===== src/rtl/conv33_out_collector_if.sv =====
// Stream bundle between the conv33 compute output, the window collector and its consumer.
// The collector side uses the slave modport; whoever feeds sums and takes results uses master.
interface conv33_out_collector_if;
  logic        in_valid;
  logic [15:0] in_data;
  logic        out_valid;
  logic        out_ready;
  logic [15:0] out_data;
  logic        out_last;
  logic        frame_done;
  logic        overflow;

  modport master (
    output in_valid, in_data, out_ready,
    input  out_valid, out_data, out_last, frame_done, overflow
  );

  modport slave (
    input  in_valid, in_data, out_ready,
    output out_valid, out_data, out_last, frame_done, overflow
  );
endinterface


===== src/rtl/conv33_out_collector.sv =====
// Crops raw 3x3 sums to positions with a complete window and queues them in a small FIFO.
// The raster counters keep moving even when a sample is dropped, so frame alignment survives overflow.
module conv33_out_collector #(
  parameter int IMG_W      = 64,
  parameter int IMG_H      = 64,
  parameter int FIFO_DEPTH = 4
) (
  input logic clk,
  input logic reset,
  conv33_out_collector_if.slave bus
);
  localparam int CW  = $clog2(IMG_W);
  localparam int RW  = $clog2(IMG_H);
  localparam int AW  = $clog2(FIFO_DEPTH);
  localparam int AW1 = AW + 1;
  localparam logic [CW-1:0]  COL_LAST = CW'(IMG_W - 1);
  localparam logic [RW-1:0]  ROW_LAST = RW'(IMG_H - 1);
  localparam logic [AW1-1:0] FULL_CNT = AW1'(FIFO_DEPTH);

  logic [CW-1:0]  col;
  logic [RW-1:0]  row;
  logic [AW-1:0]  wr_ptr;
  logic [AW-1:0]  rd_ptr;
  logic [AW1-1:0] count;
  logic [16:0]    mem [FIFO_DEPTH];
  logic           valid;
  logic           frame_end;
  logic           keep;
  logic           full;
  logic           pop;
  logic           push;
  logic           overflow_q;
  logic           frame_done_q;

  always_comb begin
    frame_end = (row == ROW_LAST) && (col == COL_LAST);
    keep      = bus.in_valid && (row >= RW'(2)) && (col >= CW'(2));
    valid     = (count != '0);
    full      = (count == FULL_CNT);
    pop       = valid && bus.out_ready;
    // A pop frees the slot this cycle, so a full FIFO can still take a push.
    push      = keep && (!full || pop);
  end

  always_ff @(posedge clk) begin
    if (reset) begin
      col <= '0;
      row <= '0;
    end else if (bus.in_valid) begin
      if (col == COL_LAST) begin
        col <= '0;
        row <= (row == ROW_LAST) ? '0 : row + 1'b1;
      end else begin
        col <= col + 1'b1;
      end
    end
  end

  always_ff @(posedge clk) begin
    if (reset) begin
      wr_ptr <= '0;
      rd_ptr <= '0;
      count  <= '0;
    end else begin
      if (push) wr_ptr <= wr_ptr + 1'b1;
      if (pop)  rd_ptr <= rd_ptr + 1'b1;
      case ({push, pop})
        2'b10:   count <= count + 1'b1;
        2'b01:   count <= count - 1'b1;
        default: count <= count;
      endcase
    end
  end

  always_ff @(posedge clk) begin
    if (push) mem[wr_ptr] <= {frame_end, bus.in_data};
  end

  always_ff @(posedge clk) begin
    if (reset) begin
      overflow_q   <= 1'b0;
      frame_done_q <= 1'b0;
    end else begin
      overflow_q   <= overflow_q | (keep && full && !pop);
      frame_done_q <= bus.in_valid && frame_end;
    end
  end

  // Head fields are masked while empty so stale or uninitialised entries never leak out.
  assign bus.out_valid  = valid;
  assign bus.out_data   = valid ? mem[rd_ptr][15:0] : '0;
  assign bus.out_last   = valid & mem[rd_ptr][16];
  assign bus.frame_done = frame_done_q;
  assign bus.overflow   = overflow_q;
endmodule


===== src/flat_wrapper.sv =====
// flat-port wrapper written by rule: the top's interface ports become plain ports
module conv33_out_collector_flat 
#(
  parameter int IMG_W      = 64,
  parameter int IMG_H      = 64,
  parameter int FIFO_DEPTH = 4
)
  (clk, reset, bus_in_valid, bus_in_data, bus_out_ready, bus_out_valid, bus_out_data, bus_out_last, bus_frame_done, bus_overflow);
  conv33_out_collector_if bus_i ();
  input logic clk;
  input logic reset;
  input wire logic [$bits(bus_i.in_valid)-1:0] bus_in_valid;
  input wire logic [$bits(bus_i.in_data)-1:0] bus_in_data;
  input wire logic [$bits(bus_i.out_ready)-1:0] bus_out_ready;
  output wire logic [$bits(bus_i.out_valid)-1:0] bus_out_valid;
  output wire logic [$bits(bus_i.out_data)-1:0] bus_out_data;
  output wire logic [$bits(bus_i.out_last)-1:0] bus_out_last;
  output wire logic [$bits(bus_i.frame_done)-1:0] bus_frame_done;
  output wire logic [$bits(bus_i.overflow)-1:0] bus_overflow;
  assign bus_i.in_valid = bus_in_valid;
  assign bus_i.in_data = bus_in_data;
  assign bus_i.out_ready = bus_out_ready;
  assign bus_out_valid = bus_i.out_valid;
  assign bus_out_data = bus_i.out_data;
  assign bus_out_last = bus_i.out_last;
  assign bus_frame_done = bus_i.frame_done;
  assign bus_overflow = bus_i.overflow;
  conv33_out_collector #(.IMG_W(IMG_W), .IMG_H(IMG_H), .FIFO_DEPTH(FIFO_DEPTH)) u_core (.clk(clk), .reset(reset), .bus(bus_i));
endmodule

===== config.mk =====
export PLATFORM = sky130hd
export DESIGN_NAME = conv33_out_collector_flat
export DESIGN_NICKNAME = d
export VERILOG_FILES = /design/src/rtl/conv33_out_collector_if.sv /design/src/rtl/conv33_out_collector.sv /design/src/flat_wrapper.sv
export SDC_FILE = /design/constraint.sdc
export NUM_CORES = 1
export LEC_CHECK = 0
export CAP_MARGIN = 20
export CORE_MARGIN = 8
export CORE_UTILIZATION = 55
export CTS_BUF_LIST = sky130_fd_sc_hd__clkbuf_16
export CTS_CLUSTER_SIZE = 12
export DETAILED_ROUTE_END_ITERATION = 6
export PLACE_DENSITY = 0.76
export SYNTH_ARGS = -nofsm -noshare
export SYNTH_HDL_FRONTEND = slang
export SYNTH_SLANG_ARGS = --single-unit

===== constraint.sdc =====
create_clock -name clk -period 3.4 [get_ports clk]
set_clock_uncertainty 0.15 [all_clocks]
set_input_delay 0.68 -clock clk [delete_from_list [all_inputs] [get_ports clk]]
set_output_delay 0.68 -clock clk [all_outputs]
set_load 0.02 [all_outputs]

[Word-level counts from Yosys, hierarchy flattened]
Memory sizes are Yosys's and may differ from the RTL's. A register that Yosys moved wholly into a read port is not among the register bits.
Index checks and enable logic that the tools add are counted.
Widths: inputs -> output; s select.
Operators by class
  add/sub/neg operators: 6
  multiply operators: 0
  divide/modulo/power cells: 0
  order comparisons: 2
  equality and inequality tests: 5
  shift-type cells: 0
  multiplexer cells: 8
  bitwise gates (word level): 2
  reduce and logical (&&, ||, !) cells: 14
Operators with widths (number)
  $mux 16: 1
  $add 6x1->6 const B: 2
  $eq 6x6->1 const B: 2
  $ge 6x2->1 const B: 2
  $mux 6: 2
  $logic_and 1x1->1: 8
  $pmux 3 s2: 1
  $add 2x1->2 const B: 2
  $mux 2: 2
  $add 3x1->3 const B: 1
  $eq 3x3->1 const B: 1
  $reduce_bool 3->1: 1
  $sub 3x1->3 const B: 1
  $eq 2x1->1 const B: 1
  $eq 2x2->1 const B: 1
  $logic_not 1->1: 2
  $mux 1: 2
  $reduce_and 2->1: 1
  $reduce_bool 2->1: 1
  $and 1x1->1: 1
  $logic_or 1x1->1: 1
  $or 1x1->1: 1
Word-level totals
  register bits: 21
  bits in latches: 0
  RAM bits: 68
  ROM bits: 0
  input bits: 20
  output and inout bits: 20
  logic and storage cells: 45
  memories kept: 1
Memories
  u_core.mem: depth 4, width 17, read ports 1, clocked after memory_dff 1, write ports 1, RTL line conv33_out_collector.sv:25  | logic [16:0] mem [FIFO_DEPTH];

[Longest topological paths before layout]
  depth after elaboration: 6
  depth in mapped cells: 13
  depth with buffers taken out: 12

[Worst setup path after synthesis]
No wires, ideal clock.
  path kind: input to register
  start: input bus_out_ready
  end: register u_core.count[2]
  library setup time: 0.071 ns
  arrival: 2.664 ns
  data required time: 3.179 ns
  slack: 0.515 ns
  cell stages on the path: 10
  buffers on the path: 1
  cells stage by stage: or4b_1 -> and3_1 -> buf_6 -> inv_1 -> ha_1 -> inv_1 -> fa_1 -> xor2_1 -> or3_1 -> a21oi_1
On the way
  word-level cells in the longest chain between the ends: 5
  elaborated cells between the ends (all ways): 7
  classes of those cells: 2 x eq/ne; 1 x mux; 4 x reduce/logical
Ends and longest elaborated chain
  start: declaration: RTL line flat_wrapper.sv:14  | input wire logic [$bits(bus_i.out_ready)-1:0] bus_out_ready;
  $logic_and 1x1->1 (*): RTL line conv33_out_collector.sv:40  | pop = valid && bus.out_ready;
  $logic_or 1x1->1: RTL line conv33_out_collector.sv:42  | push = keep && (!full || pop);
  $logic_and 1x1->1: RTL line conv33_out_collector.sv:42
  $eq 2x1->1 or $eq 2x2->1 (tied branches): RTL line conv33_out_collector.sv:67  | case ({push, pop})
  $pmux 3 s2 or $reduce_bool 2->1 (tied branches)
  end signal: assignment: RTL line conv33_out_collector.sv:68  | 2'b10: count <= count + 1'b1;
  end signal: assignment: RTL line conv33_out_collector.sv:69  | 2'b01: count <= count - 1'b1;
  end signal: assignment: RTL line conv33_out_collector.sv:70  | default: count <= count;
  end: declaration: RTL line conv33_out_collector.sv:24  | logic [AW1-1:0] count;
Mark *: on every way between the ends. The rest lies on a longest branch, timed or not.
A chain may end at the register's enable or synchronous reset.

==> results.md <==
* Main flop type after synthesis: sky130_fd_sc_hd__edfxtp_1
* Total CTS buffers at 9
* Commonest cells after routing, fill and taps aside: sky130_fd_sc_hd__edfxtp_1, sky130_fd_sc_hd__clkdlybuf4s50_1, sky130_fd_sc_hd__dfxtp_1, sky130_fd_sc_hd__and2_1, sky130_fd_sc_hd__nor2_1
* First-pass GRT wire length at 10200 um
* Number of core rows at 30
* Drt pass-1 iters at 4
* Setup repair after global routing missed its margin: no
* Cell Count Post-Placement at 355
* Crit. End Element: output pin
* Number of nets with antenna violations after detailed routing at 0
* Antenna diode instance count at 0
* Layout Cells excl Fill at 371
* Yosys warning total at 0
* Clock transition at the registers of the reported paths at 0.06 ns
* FFs w/ async S/R, synth at 0%
* Setup TNS Final at 0 ns
* FMAX at 0.332 GHz
* Number of global-route vias before repair at 2096
* FF+latch count, synth at 91
* Placer's final routability congestion estimate at 0.849
* Portion of the clock cycle consumed by the worst path in the final layout at 88.5%
* Clock Sink Count at 91
* Average footprint of a synthesized cell at 15.4 um2
* Library cell with the largest summed area after synthesis: sky130_fd_sc_hd__edfxtp_1
* Static leakage power at 0.00146 uW
* Clk Latency, worst-skew pair at 0.33 ns
* Register share of total power at 56.1%
* Clock period minus worst slack at 3.01 ns
* # H-tree levels at 3
* Global router's overall resource usage at 13.6%
* Leftover overflow at the end of global routing at 0
* Max clock buf depth at 2
* Relative contribution of the clock network to total power at 41.7%
* DIE AREA at 9640 um2
* Total internal power at 1710 uW
* Wire length per cell at 16.5 um
* Post-synthesis cell count at 241
* Fraction of power spent switching nets at 19.7%
* Sequential fraction of the synthesis area at 67.3%
* Cell types with the largest area share after synthesis: sky130_fd_sc_hd__edfxtp_1, sky130_fd_sc_hd__dfxtp_1, sky130_fd_sc_hd__mux4_2, sky130_fd_sc_hd__and2_1, sky130_fd_sc_hd__ha_1
* Post-synth net total at 271
* Growth of design area from synthesis to finish at 20.1%
* Drt drc at 0
* Share of layout cells above drive strength 1 at 15.1%
* Post-synth EDFFs at 68
* Fraction of post-synthesis cell area in the top cell type by area at 54.9%
* Overall die height at 98.2 um
* Maximum vdd ir drop at 328 uV
* Final Hold Viols at 0
* Distinct cell type count of the synthesized netlist at 32
* Final Max Tran Viols at 0
* Slew @ Worst Pin at 0.473 ns
* Dominant combinational cell family by area after synthesis: simple AND/OR/NAND/NOR gates
* Initial antenna violation count at 0
* Data required, critical path at 2.57 ns
* Kind of critical path: reg2out
* Total wire length at 6120 um
* Die X-Extent at 98.2 um
* Number of nets at the end of the flow at 316
* Area inside the core boundary at 6680 um2
* Count of hold-fix buffers inserted at cts at 0
* Max-cap check violation count at 0
* Vias/cell at 5.43
* Total setup violations reported at the end of the flow at 0
* Share of power burned in combinational logic at 2.1%
* CTS resizes at 0
* Cell at the root of the clock tree: sky130_fd_sc_hd__clkbuf_16
* Maximum number of pins on one net before global-route repair at 21
* Clock tree from TritonCTS: built
* Fraction of the mapped netlist area in compound gates at 1.62%
* Power per Cell Area at 477 nW/um2
* Setup Buffers After CTS at 0
* Synth Area in Adders at 3.57%
* Fraction of synthesized area in multiplexers at 11.0%
* Data arrival time at the worst-slack endpoint at 2.18 ns
* Switch Pwr at 420 uW
* Port-buffer cells at 39
* Worst min-delay path class: reg2reg
* Post-Synth XOR/XNOR Area at 2.83%
* Number of top-level pins at 40
* Final HPWL from detailed placement at 4070 um
* Via count at 2016
* Result of the run: completed
* Cell area after synthesis at 3720 um2
* Maximum fanout count along the critical path at 12
* Starting DRC count in detailed routing at 70
* Slew Limit Headroom at 68.5%
* Initial core utilization at 55.6%
* Kind of start point of the critical path: flop
* Commonest non-fill, non-tap cell in the layout: sky130_fd_sc_hd__edfxtp_1
* Simple-gate share of the synthesized area at 11.3%
==> flip-flops by register name, indices dropped and copies added, names as in the netlist, named ones only <==
name                   count
u_core.bus.frame_done      1
u_core.bus.overflow        1
u_core.col                 6
u_core.count               3
u_core.mem                68
u_core.rd_ptr              2
u_core.row                 6
u_core.wr_ptr              2
==> final timing paths <==
path | slack [ns] | to | start | depth (start not counted)
max reg2reg | 0.81 | u_core.count[2]$_SDFFE_PP0P_ | u_core.count[0]$_SDFFE_PP0P_ | 9
min reg2reg | 0.32 | u_core.bus.overflow$_SDFF_PP0_ | u_core.bus.overflow$_SDFF_PP0_ | 2
min | 0.32 | u_core.bus.overflow$_SDFF_PP0_ | u_core.bus.overflow$_SDFF_PP0_ | 2
max | 0.39 | bus_out_data[9] | flop | 4
==> cells by family after synthesis <==
logic type	count (synthesis)
XOR/XNOR	12
flip-flops	91
AO/OA/AOI/OAI	11
multiplexers	19
AND/OR/NAND/NOR	78
buffers and inverters	20
adder cells (fa/ha/maj)	10
==> power by group through the flow <==
stage	registers, uW	clock network, uW	logic, uW
3_3_place_gp	1220	0	44.3
2_1_floorplan	1220	0	12.4
3_5_place_dp	1220	0	45.5
5_1_grt	1200	944	50.4
4_1_cts	1200	907	45.7
6_report	1200	889	45.4
==> synthesized netlist by cell type (all sizes together) (3+ instances only) <==
cell type and number:
buf 4, ha 9, inv 10, mux4 17
nand4 3, edfxtp 68, nand3 5, dfxtp 23
nor2 19, clkbuf 6, a21oi 6, nand2 7
nor4 4, nor3 7, or3 3, and2 23
xnor2 7, xor2 5, o21ai 3
==> metrics by stage <==
stage / util, % / instance area, um2 / hold WS [ns] / total power (uW) / setup WS (ns)
2_1_floorplan: - / 3720 / 0.308 / 1230 / 0.515
3_3_place_gp: 62.8 / 4200 / 0.308 / 1260 / 0.150
3_5_place_dp: 62.8 / 4200 / 0.310 / 1270 / 0.0861
4_1_cts: 66.8 / 4460 / 0.327 / 2150 / 0.345
5_1_grt: 66.8 / 4460 / 0.392 / 2190 / 0.285
6_report: 66.8 / 4460 / 0.321 / 2130 / 0.392
==> critical path, stage by stage (launching register included) <==
cell	delay, ns
sky130_fd_sc_hd__dfxtp_1	0.33
sky130_fd_sc_hd__buf_4	0.26
sky130_fd_sc_hd__mux4_2	0.54
sky130_fd_sc_hd__and2_1	0.18
sky130_fd_sc_hd__clkdlybuf4s50_1	0.55
==> layout make-up <==
cell class	count	area, um2
clock buffer	9	225
clock inverter	7	42.5
fill	486	2220
inverter	10	37.5
multi-input combinational	130	1130
sequential	91	2500
tap	80	100
timing repair buffer	44	428
==> per-layer routing <==
layer | global-route usage (%) | part of all wire [%]
met2 | 21.7 | 50
met5 | 0 | 0
met4 | 8.03 | 1.7
met3 | 3.91 | 4.0
met1 | 16.1 | 44
(Power assumes the default switching activity.)
==> RTL edit: new RTL, same settings <==
`FIFO_DEPTH` is set to 4 in 2 places; all go to 8.
--- a/src/rtl/conv33_out_collector.sv
+++ b/src/rtl/conv33_out_collector.sv
@@ -4,5 +4,5 @@
   parameter int IMG_W      = 64,
   parameter int IMG_H      = 64,
-  parameter int FIFO_DEPTH = 4
+  parameter int FIFO_DEPTH = 8
 ) (
   input logic clk,
--- a/src/flat_wrapper.sv
+++ b/src/flat_wrapper.sv
@@ -4,5 +4,5 @@
   parameter int IMG_W      = 64,
   parameter int IMG_H      = 64,
-  parameter int FIFO_DEPTH = 4
+  parameter int FIFO_DEPTH = 8
 )
   (clk, reset, bus_in_valid, bus_in_data, bus_out_ready, bus_out_valid, bus_out_data, bus_out_last, bus_frame_done, bus_overflow);
Check against the original RTL: same outputs for any inputs over 10 cycles, from zero or initial values and one cycle with reset high; that may be too few to reach the edited logic, so the function may still have changed.
==> RTL edit against the original RTL <==
Total power up 83%. Core utilization up 0.67 points. Non-clock buffer count up 15. First-iteration DRC count rose to 3.6 times the old value. Combinational power up 43%. Synthesized area up 75%. Sequential cell count up 72. Setup slack worse by 0.26 ns. Final area up 74%. Routed wire length up 110%. Register-to-register slack worse by 0.41 ns. Sequential share of layout area up 3.5 points. Critical endpoint is now bus_out_data[1].
==> RTL edit: results (changes against the original RTL) <==
[timing]
holdWs_ns=0.3333  ; +0.01215 ns
tightest_slew_ns=0.9202  ; +0.4472 ns

[clock_network]
clkLatencyLatePin_ns=0.42  ; +0.09 ns
h-tree-depth=4  ; +1
cts_made_buffers=17  ; +8

[drt]
drtIter0Drc=254  ; +260%
vias=3423  ; +70%
routed_wl_um=12700  ; +110%

[cells_and_area]
drive_gt1_share_pct=22.68  ; +7.6 points
multi_input_gates=180  ; +38%
nets=457  ; +45%
buffer_area_share_pct=7.440  ; -2.1 points
num-nonclk-inverters=7  ; -3
seqCellArea_um2=4628  ; +85%
buffers_excl_clock=59  ; +34%
fillers=756  ; +56%

[synth]
yosysSeqAreaShare_pct=70.95  ; +3.6 points
synthXorXnorAreaFrac_pct=2.016  ; -0.81 points
synthMuxAreaShare_pct=15.38  ; +4.4 points
synthesis.nets=395  ; +46%
ys_types=42  ; +31%
synth_compound_area_share_pct=1.593  ; -0.023 points
synth_adder_area_share_pct=1.728  ; -1.8 points
synth_edf_count=136  ; +100%
yosys-top-cells-area=edfxtp_1 (63%), mux4_2 (12%), dfxtp_1 (8.3%)

[critical_path]
reg2reg_slack_ns=0.40  ; -0.41 ns
timing.critical_path.fanout_max=10  ; -2
r2r_cells=11  ; +2
reg2reg_from=u_core.count[2]

[power]
ir_drop_uv=237.8  ; -28%
power.switching_uw=787.4  ; +88%
clk-power_uw=1670  ; +88%
powerComb_uw=64.8  ; +43%
p_leak_uw=0.002446  ; +68%

[die]
num_rows=39  ; +30%

[placed_design]
hpwl_um=7604  ; +87%
placed_cell_area_um2=7249  ; +73%
gp_congestion=0.7256  ; -15%

[global_routing]
grt_pass1_vias=3467  ; +65%
grt_max_degree=35  ; +67%

[status]
status=finished clean

[RTL edit: changes by cell type after synthesis, moves of 3 or more]
cell      before  now
edfxtp_1      68  136
mux4_2        17   34
nor2_1        19   39
dfxtp_1       23   27
inv_1         10    5
buf_2          3    6
nor4b_1        0    4
and2_2         4    0
and2_1        19    1
mux2i_1        1   21
[RTL edit: routing by layer]
metal	part of all wire, %	global-route usage [%]	vias up
li1	-	-	1562
met1	41	20.94	1740
met4	0.75	5.874	0
met5	0	0	-
met3	6.8	4.795	13
met2	51	28.48	108
[RTL edit: what timing repair did]
item                                    in CTS  in global routing
hold buffers                                 0                  0
hold endpoints to repair                     0                  0
gates resized for setup                      1                  0
endpoints found under the setup margin       2                  0
[RTL edit: per-stage QoR]
stage	setup WS, ns	instances	setup TNS (ns)
6_report	0.1321	584	0
2_1_floorplan	-0.2059	366	-12.83
5_1_grt	0.02102	584	0
4_1_cts	0.06312	584	0
3_3_place_gp	0.2527	552	0
3_5_place_dp	0.1628	552	0
